[config.mk]
export PLATFORM = sky130hd
export DESIGN_NAME = pwm_duty_reader
export DESIGN_NICKNAME = d
export VERILOG_FILES = /design/src/rtl/pwm_pkg.sv /design/src/rtl/pwm_prescaler.sv /design/src/rtl/pwm_duty_reader.sv
export SDC_FILE = /design/constraint.sdc
export NUM_CORES = 1
export LEC_CHECK = 0
export BUFFER_PORTS_ARGS = -buffer_cell sky130_fd_sc_hd__buf_2
export CORE_MARGIN = 2
export CORE_UTILIZATION = 53
export DETAILED_ROUTE_END_ITERATION = 10
export PLACE_DENSITY = 0.84
export SETUP_SLACK_MARGIN = 0.5
export SLEW_MARGIN = 25
export SYNTH_ARGS = -nofsm -noshare
export SYNTH_HDL_FRONTEND = slang
export SYNTH_SLANG_ARGS = --single-unit
[constraint.sdc]
create_clock -name clk -period 3.8 [get_ports clk]
set_input_delay 0.19 -clock clk [delete_from_list [all_inputs] [get_ports clk]]
set_output_delay 0.19 -clock clk [all_outputs]
set_load 0.005 [all_outputs]
[src/rtl/pwm_pkg.sv]
`default_nettype none
// ============================================================================
// Module      : pwm_pkg
// Description : Shared constants, direction enum and period helper for the PWM
//               duty reader and its prescaler.
// Revision    : 1.0
// ============================================================================
package pwm_pkg;

    localparam int c_default_n     = 7;
    localparam int c_default_div_w = 4;

    typedef enum logic [0:0] {
        DIR_UP   = 1'b0,
        DIR_DOWN = 1'b1
    } dir_e;

    // Top count value for an n-bit counter: 2^n-2, leaving 2^n-1 as "always on".
    function automatic int unsigned pwm_max(input int unsigned n);
        return (32'd1 << n) - 32'd2;
    endfunction

endpackage
`default_nettype wire

[src/rtl/pwm_prescaler.sv]
`default_nettype none
// ============================================================================
// Module      : pwm_prescaler
// Description : Emits one tick every (div+1) enabled clk cycles.
// Revision    : 1.0
// ============================================================================
module pwm_prescaler
    import pwm_pkg::*;
#(
    parameter int DIV_W = c_default_div_w
) (
    input  logic             clk,
    input  logic             rst_n,
    input  logic             ena,
    input  logic [DIV_W-1:0] div,
    output logic             tick
);

    logic [DIV_W-1:0] r_presc;
    logic             w_wrap;

    // ">=" rather than "==" so a live decrease of div below the current count
    // wraps on the next cycle instead of running through the full range.
    assign w_wrap = (r_presc >= div);
    assign tick   = ena & w_wrap;

    always_ff @(posedge clk or negedge rst_n) begin
        if (!rst_n) begin
            r_presc <= '0;
        end else if (ena) begin
            r_presc <= w_wrap ? '0 : r_presc + 1'b1;
        end
    end

endmodule
`default_nettype wire

[src/rtl/pwm_duty_reader.sv]
`default_nettype none
// ============================================================================
// Module      : pwm_duty_reader
// Description : Double-buffered PWM generator reading the duty register word.
//               Build macro PWM_PHASE_CORRECT_EN selects the centre-aligned
//               up/down counter; default is edge-aligned.
// Revision    : 1.0
// ============================================================================
module pwm_duty_reader
    import pwm_pkg::*;
#(
    parameter int N     = c_default_n,
    parameter int DIV_W = c_default_div_w
) (
    input  logic             clk,
    input  logic             rst_n,
    input  logic             ena,
    input  logic [DIV_W-1:0] div,
    input  logic [N-1:0]     duty,
    output logic             pwm_out,
    output logic             period_start,
    output logic [N-1:0]     cnt_out
);

    localparam logic [N-1:0] c_max = N'(pwm_max(N));
    localparam logic [N-1:0] c_one = N'(1);

    logic         w_tick;
    logic         w_bottom;
    logic [N-1:0] w_cnt_next;
    logic [N-1:0] w_duty_sh_next;
    logic [N-1:0] r_cnt;
    logic [N-1:0] r_duty_sh;
    logic         r_pwm;
    logic         r_pstart;

    pwm_prescaler #(
        .DIV_W (DIV_W)
    ) u_prescaler (
        .clk   (clk),
        .rst_n (rst_n),
        .ena   (ena),
        .div   (div),
        .tick  (w_tick)
    );

`ifdef PWM_PHASE_CORRECT_EN
    dir_e r_dir;
    dir_e w_dir_next;

    always_comb begin
        w_dir_next = r_dir;
        w_cnt_next = r_cnt;
        w_bottom   = 1'b0;
        if (w_tick) begin
            if (r_dir == DIR_UP) begin
                if (r_cnt == c_max) begin
                    w_cnt_next = c_max - c_one;
                    w_dir_next = DIR_DOWN;
                end else begin
                    w_cnt_next = r_cnt + c_one;
                end
            end else begin
                w_cnt_next = r_cnt - c_one;
                if (r_cnt == c_one) begin
                    w_dir_next = DIR_UP;
                    w_bottom   = 1'b1;
                end
            end
        end
    end

    always_ff @(posedge clk or negedge rst_n) begin
        if (!rst_n) begin
            r_dir <= DIR_UP;
        end else begin
            r_dir <= w_dir_next;
        end
    end
`else
    always_comb begin
        w_cnt_next = r_cnt;
        w_bottom   = 1'b0;
        if (w_tick) begin
            if (r_cnt == c_max) begin
                w_cnt_next = '0;
                w_bottom   = 1'b1;
            end else begin
                w_cnt_next = r_cnt + c_one;
            end
        end
    end
`endif

    // The compare uses next-state values so pwm_out lines up with cnt_out.
    assign w_duty_sh_next = w_bottom ? duty : r_duty_sh;

    always_ff @(posedge clk or negedge rst_n) begin
        if (!rst_n) begin
            r_cnt     <= '0;
            r_duty_sh <= '0;
            r_pwm     <= 1'b0;
            r_pstart  <= 1'b0;
        end else begin
            r_cnt     <= w_cnt_next;
            r_duty_sh <= w_duty_sh_next;
            r_pwm     <= (w_cnt_next < w_duty_sh_next);
            r_pstart  <= w_bottom;
        end
    end

    assign pwm_out      = r_pwm;
    assign period_start = r_pstart;
    assign cnt_out      = r_cnt;

endmodule
`default_nettype wire
==> metrics.md <==
| Metric | Value |
|---|---|
| Run status | finished, final reports clean |
| IO Port Bufs | 22 |
| GRT Total Usage | 19.3% |
| CP required | 4.00 ns |
| Dpl ws | 0.874 ns |
| Clock transition at path regs | 0.11 ns |
| Sequential Power Share | 45.4% |
| Top cells by area, synth | dfrtp_1 44%, ha_1 14%, inv_1 4.6% |
| Switching pwr | 258 uW |
| Via density | 5.45 |
| TritonRoute pass-1 iters | 4 |
| Synthesized Nets | 139 |
| CTS buffer count | 3 |
| GPL Wtd Cong | 0.789 |
| Clock network power share | 14.9% |
| Achievable Freq | 0.341 GHz |
| Top cell type's share of synthesized area | 43.6% |
| RSZ-0062 raised after global routing | false |
| Mapped cell area | 1150 um2 |
| Worst Path Arrival | 3.13 ns |
| CP endpoint | pwm_out |
| HPWL after DPL | 1730 um |
| Vias | 893 |
| I/O pins | 23 |
| Met3 Wirelength | 90 um |
| Final worst slack | 0.867 ns |
| Post-CTS Hold Fix Bufs | 1 |
| Final Hold Viols | 0 |
| Largest net degree at the start of global routing | 21 |
| Worst reg-to-reg path cell count | 12 |
| Total core area | 2000 um2 |
| Setup crit end kind | flop |
| Initial antenna violation count | 0 |
| Share of the yosys chip area belonging to registers | 43.6% |
| Worst Skew | 0.00648 ns |
| Sum Neg Setup Slack | 0 ns |
| # DRC | 0 |
| Cell taking the most area after synthesis | dfrtp_1 |
| Root buf cell | clkbuf_4 |
| Yosys cell types | 30 |
| Commonest cells after routing, fill and taps aside | 22 x buf_2, 20 x dfrtp_1, 14 x inv_1 |
| MaxCap Viol Count | 0 |
| Vias in the first global route | 851 |
| Die Area | 2550 um2 |
| Setup Crit Path Kind | flop to flop |
| Reg2reg end | pwm_out |
| Final setup fails | 0 |
| Pleak | 0.000749 uW |
| Die W | 50.5 um |
| Pwr per Cell Area | 504 nW/um2 |
| Nets | 166 |
| Final worst-path cycle share | 77.2% |
| Final wirelength | 2240 um |
| Crit-path max FO | 10 |
| Row count | 16 |
| Slew margin rel. | 68.4% |
| Post-CTS sizing | 0 |
| VDD IR max | 0.000263 V |
| Cell-internal power | 405 uW |
| Post-Syn Area per Cell | 10.2 um2 |
| Slew Viols, Final | 0 |
| M1 WL | 977 um |
| Max H-tree Level | 1 |
| Deepest clock path buffer count | 2 |
| Cell count after synthesis | 112 |
| Commonest non-fill, non-tap cell in the layout | buf_2 |
| N_diodes | 0 |
| Number of synthesized register bits | 20 |
| Gr ovfl total | 0 |
| Fraction of layout cells with a size suffix above 1 | 24.1% |
| CTS tree | yes |
| Metal2 WL | 1170 um |
| # clock sinks | 20 |
| Starting density of the core | 57.3% |
| # Post-CTS Setup Buffers | 0 |
| Worst min path class | primary input to flop |
| Switch share | 39.0% |
| Area Overhead vs Synth | 14.7% |
| Worst skew pair latency | 0.30 ns |
| Syn. warnings | 0 |
| Comb power frac | 39.7% |
| Routed Antenna Nets | 0 |
| Critical path origin | u_prescaler.r_presc[0] |
| CP startpoint kind | flop |
| First-pass GRT wire length | 3690 um |
| Pin slew with the least headroom to its limit | 0.469 ns |
| Post-DR wirelength/cell | 13.7 um |
| FF-to-FF setup slack | 0.87 ns |
| Post-route minimum period | 2.93 ns |
| Die Height | 50.5 um |
| R2r startpoint | u_prescaler.r_presc[0] |
| Number of DRC markers in iteration 0 | 15 |
| Max Used Layer | met4 |
cells by family after synthesis:
logic type | share of synthesized area, %
XOR/XNOR | 1.53
multiplexers | 6.76
adder cells (fa/ha/maj) | 14.2
AND/OR/NAND/NOR | 15.1
flip-flops | 43.6
AO/OA/AOI/OAI | 13.6
buffers and inverters | 5.23
power by group through the flow:
stage | Combinational (uW) | Sequential, uW | Clock, uW
2_1_floorplan | 181 | 295 | 0
3_3_place_gp | 245 | 300 | 0
3_5_place_dp | 262 | 304 | 0
4_1_cts | 265 | 300 | 101
5_1_grt | 302 | 307 | 110
6_report | 263 | 301 | 98.8
worst min-delay path by stage:
stage	cells after the start	startpoint	endpoint	slack, ns
after floorplan	0	rst_n	cnt_out[0]	-0.11
after global placement	1	rst_n	r_duty_sh[4]	0.16
after detailed placement	1	rst_n	r_duty_sh[3]	0.16
after CTS	3	duty[6]	r_duty_sh[6]	0.13
after global routing	2	duty[0]	r_duty_sh[0]	0.13
final	3	duty[6]	r_duty_sh[6]	0.13
synth_stat cells:
master	instances
nand3_4	1
nand3_1	2
inv_1	14
a31oi_1	1
o2bb2ai_1	1
ha_1	13
nor3b_1	1
nor2_1	7
nor2_4	1
or4_4	1
nor2b_1	1
nand2_1	11
o211ai_2	1
o31ai_1	4
o21ai_0	9
and4b_1	1
mux2_4	1
dfrtp_1	20
nand4_2	1
a21oi_1	5
and3_1	1
mux2_2	2
a21o_1	1
o21ai_1	1
nand4_1	2
xor2_1	2
mux2i_1	4
o41ai_1	1
buf_4	1
o21a_1	1
cell type report:
class	instances	area (um2)
clock buffers	3	22.5
fillers	175	686
inverters	14	52.6
multi-input cells	77	587
flip-flops and latches	20	500
well taps	27	33.8
repair buffers	23	120
registers in the layout, indices dropped and copies added, names as in the netlist:
register             count
u_prescaler.r_presc      4
period_start             1
pwm_out                  1
r_duty_sh                7
cnt_out                  7
metal layers:
metal	global-route usage [%]	vias up
li1	-	443
met5	0	-
met2	35.1	27
met1	24.4	421
met4	4.05	0
met3	2.68	2
worst max-delay path: stages (launching register included):
cell and delay, ns:
dfrtp_1 0.40, inv_1 0.09, ha_1 0.28, nor3b_1 0.06
o21ai_1 0.29, nand2_1 0.27, o31ai_1 0.30, o41ai_1 0.13
ha_1 0.31, nand2_1 0.06, o21ai_0 0.23, and4b_1 0.24
a21o_1 0.17
through the flow:
stage / hold WS (ns) / util (%) / std cells / cell area [um2] / total power, uW
6_report: 0.131 / 65.8 / 164 / 1320 / 663
5_1_grt: 0.129 / 65.8 / 164 / 1320 / 720
4_1_cts: 0.132 / 65.8 / 164 / 1320 / 665
3_5_place_dp: 0.165 / 64.1 / 160 / 1280 / 566
3_3_place_gp: 0.157 / 64.1 / 160 / 1280 / 545
2_1_floorplan: -0.106 / - / 112 / 1150 / 476
No activity file was read; power rests on OpenSTA's default activity.
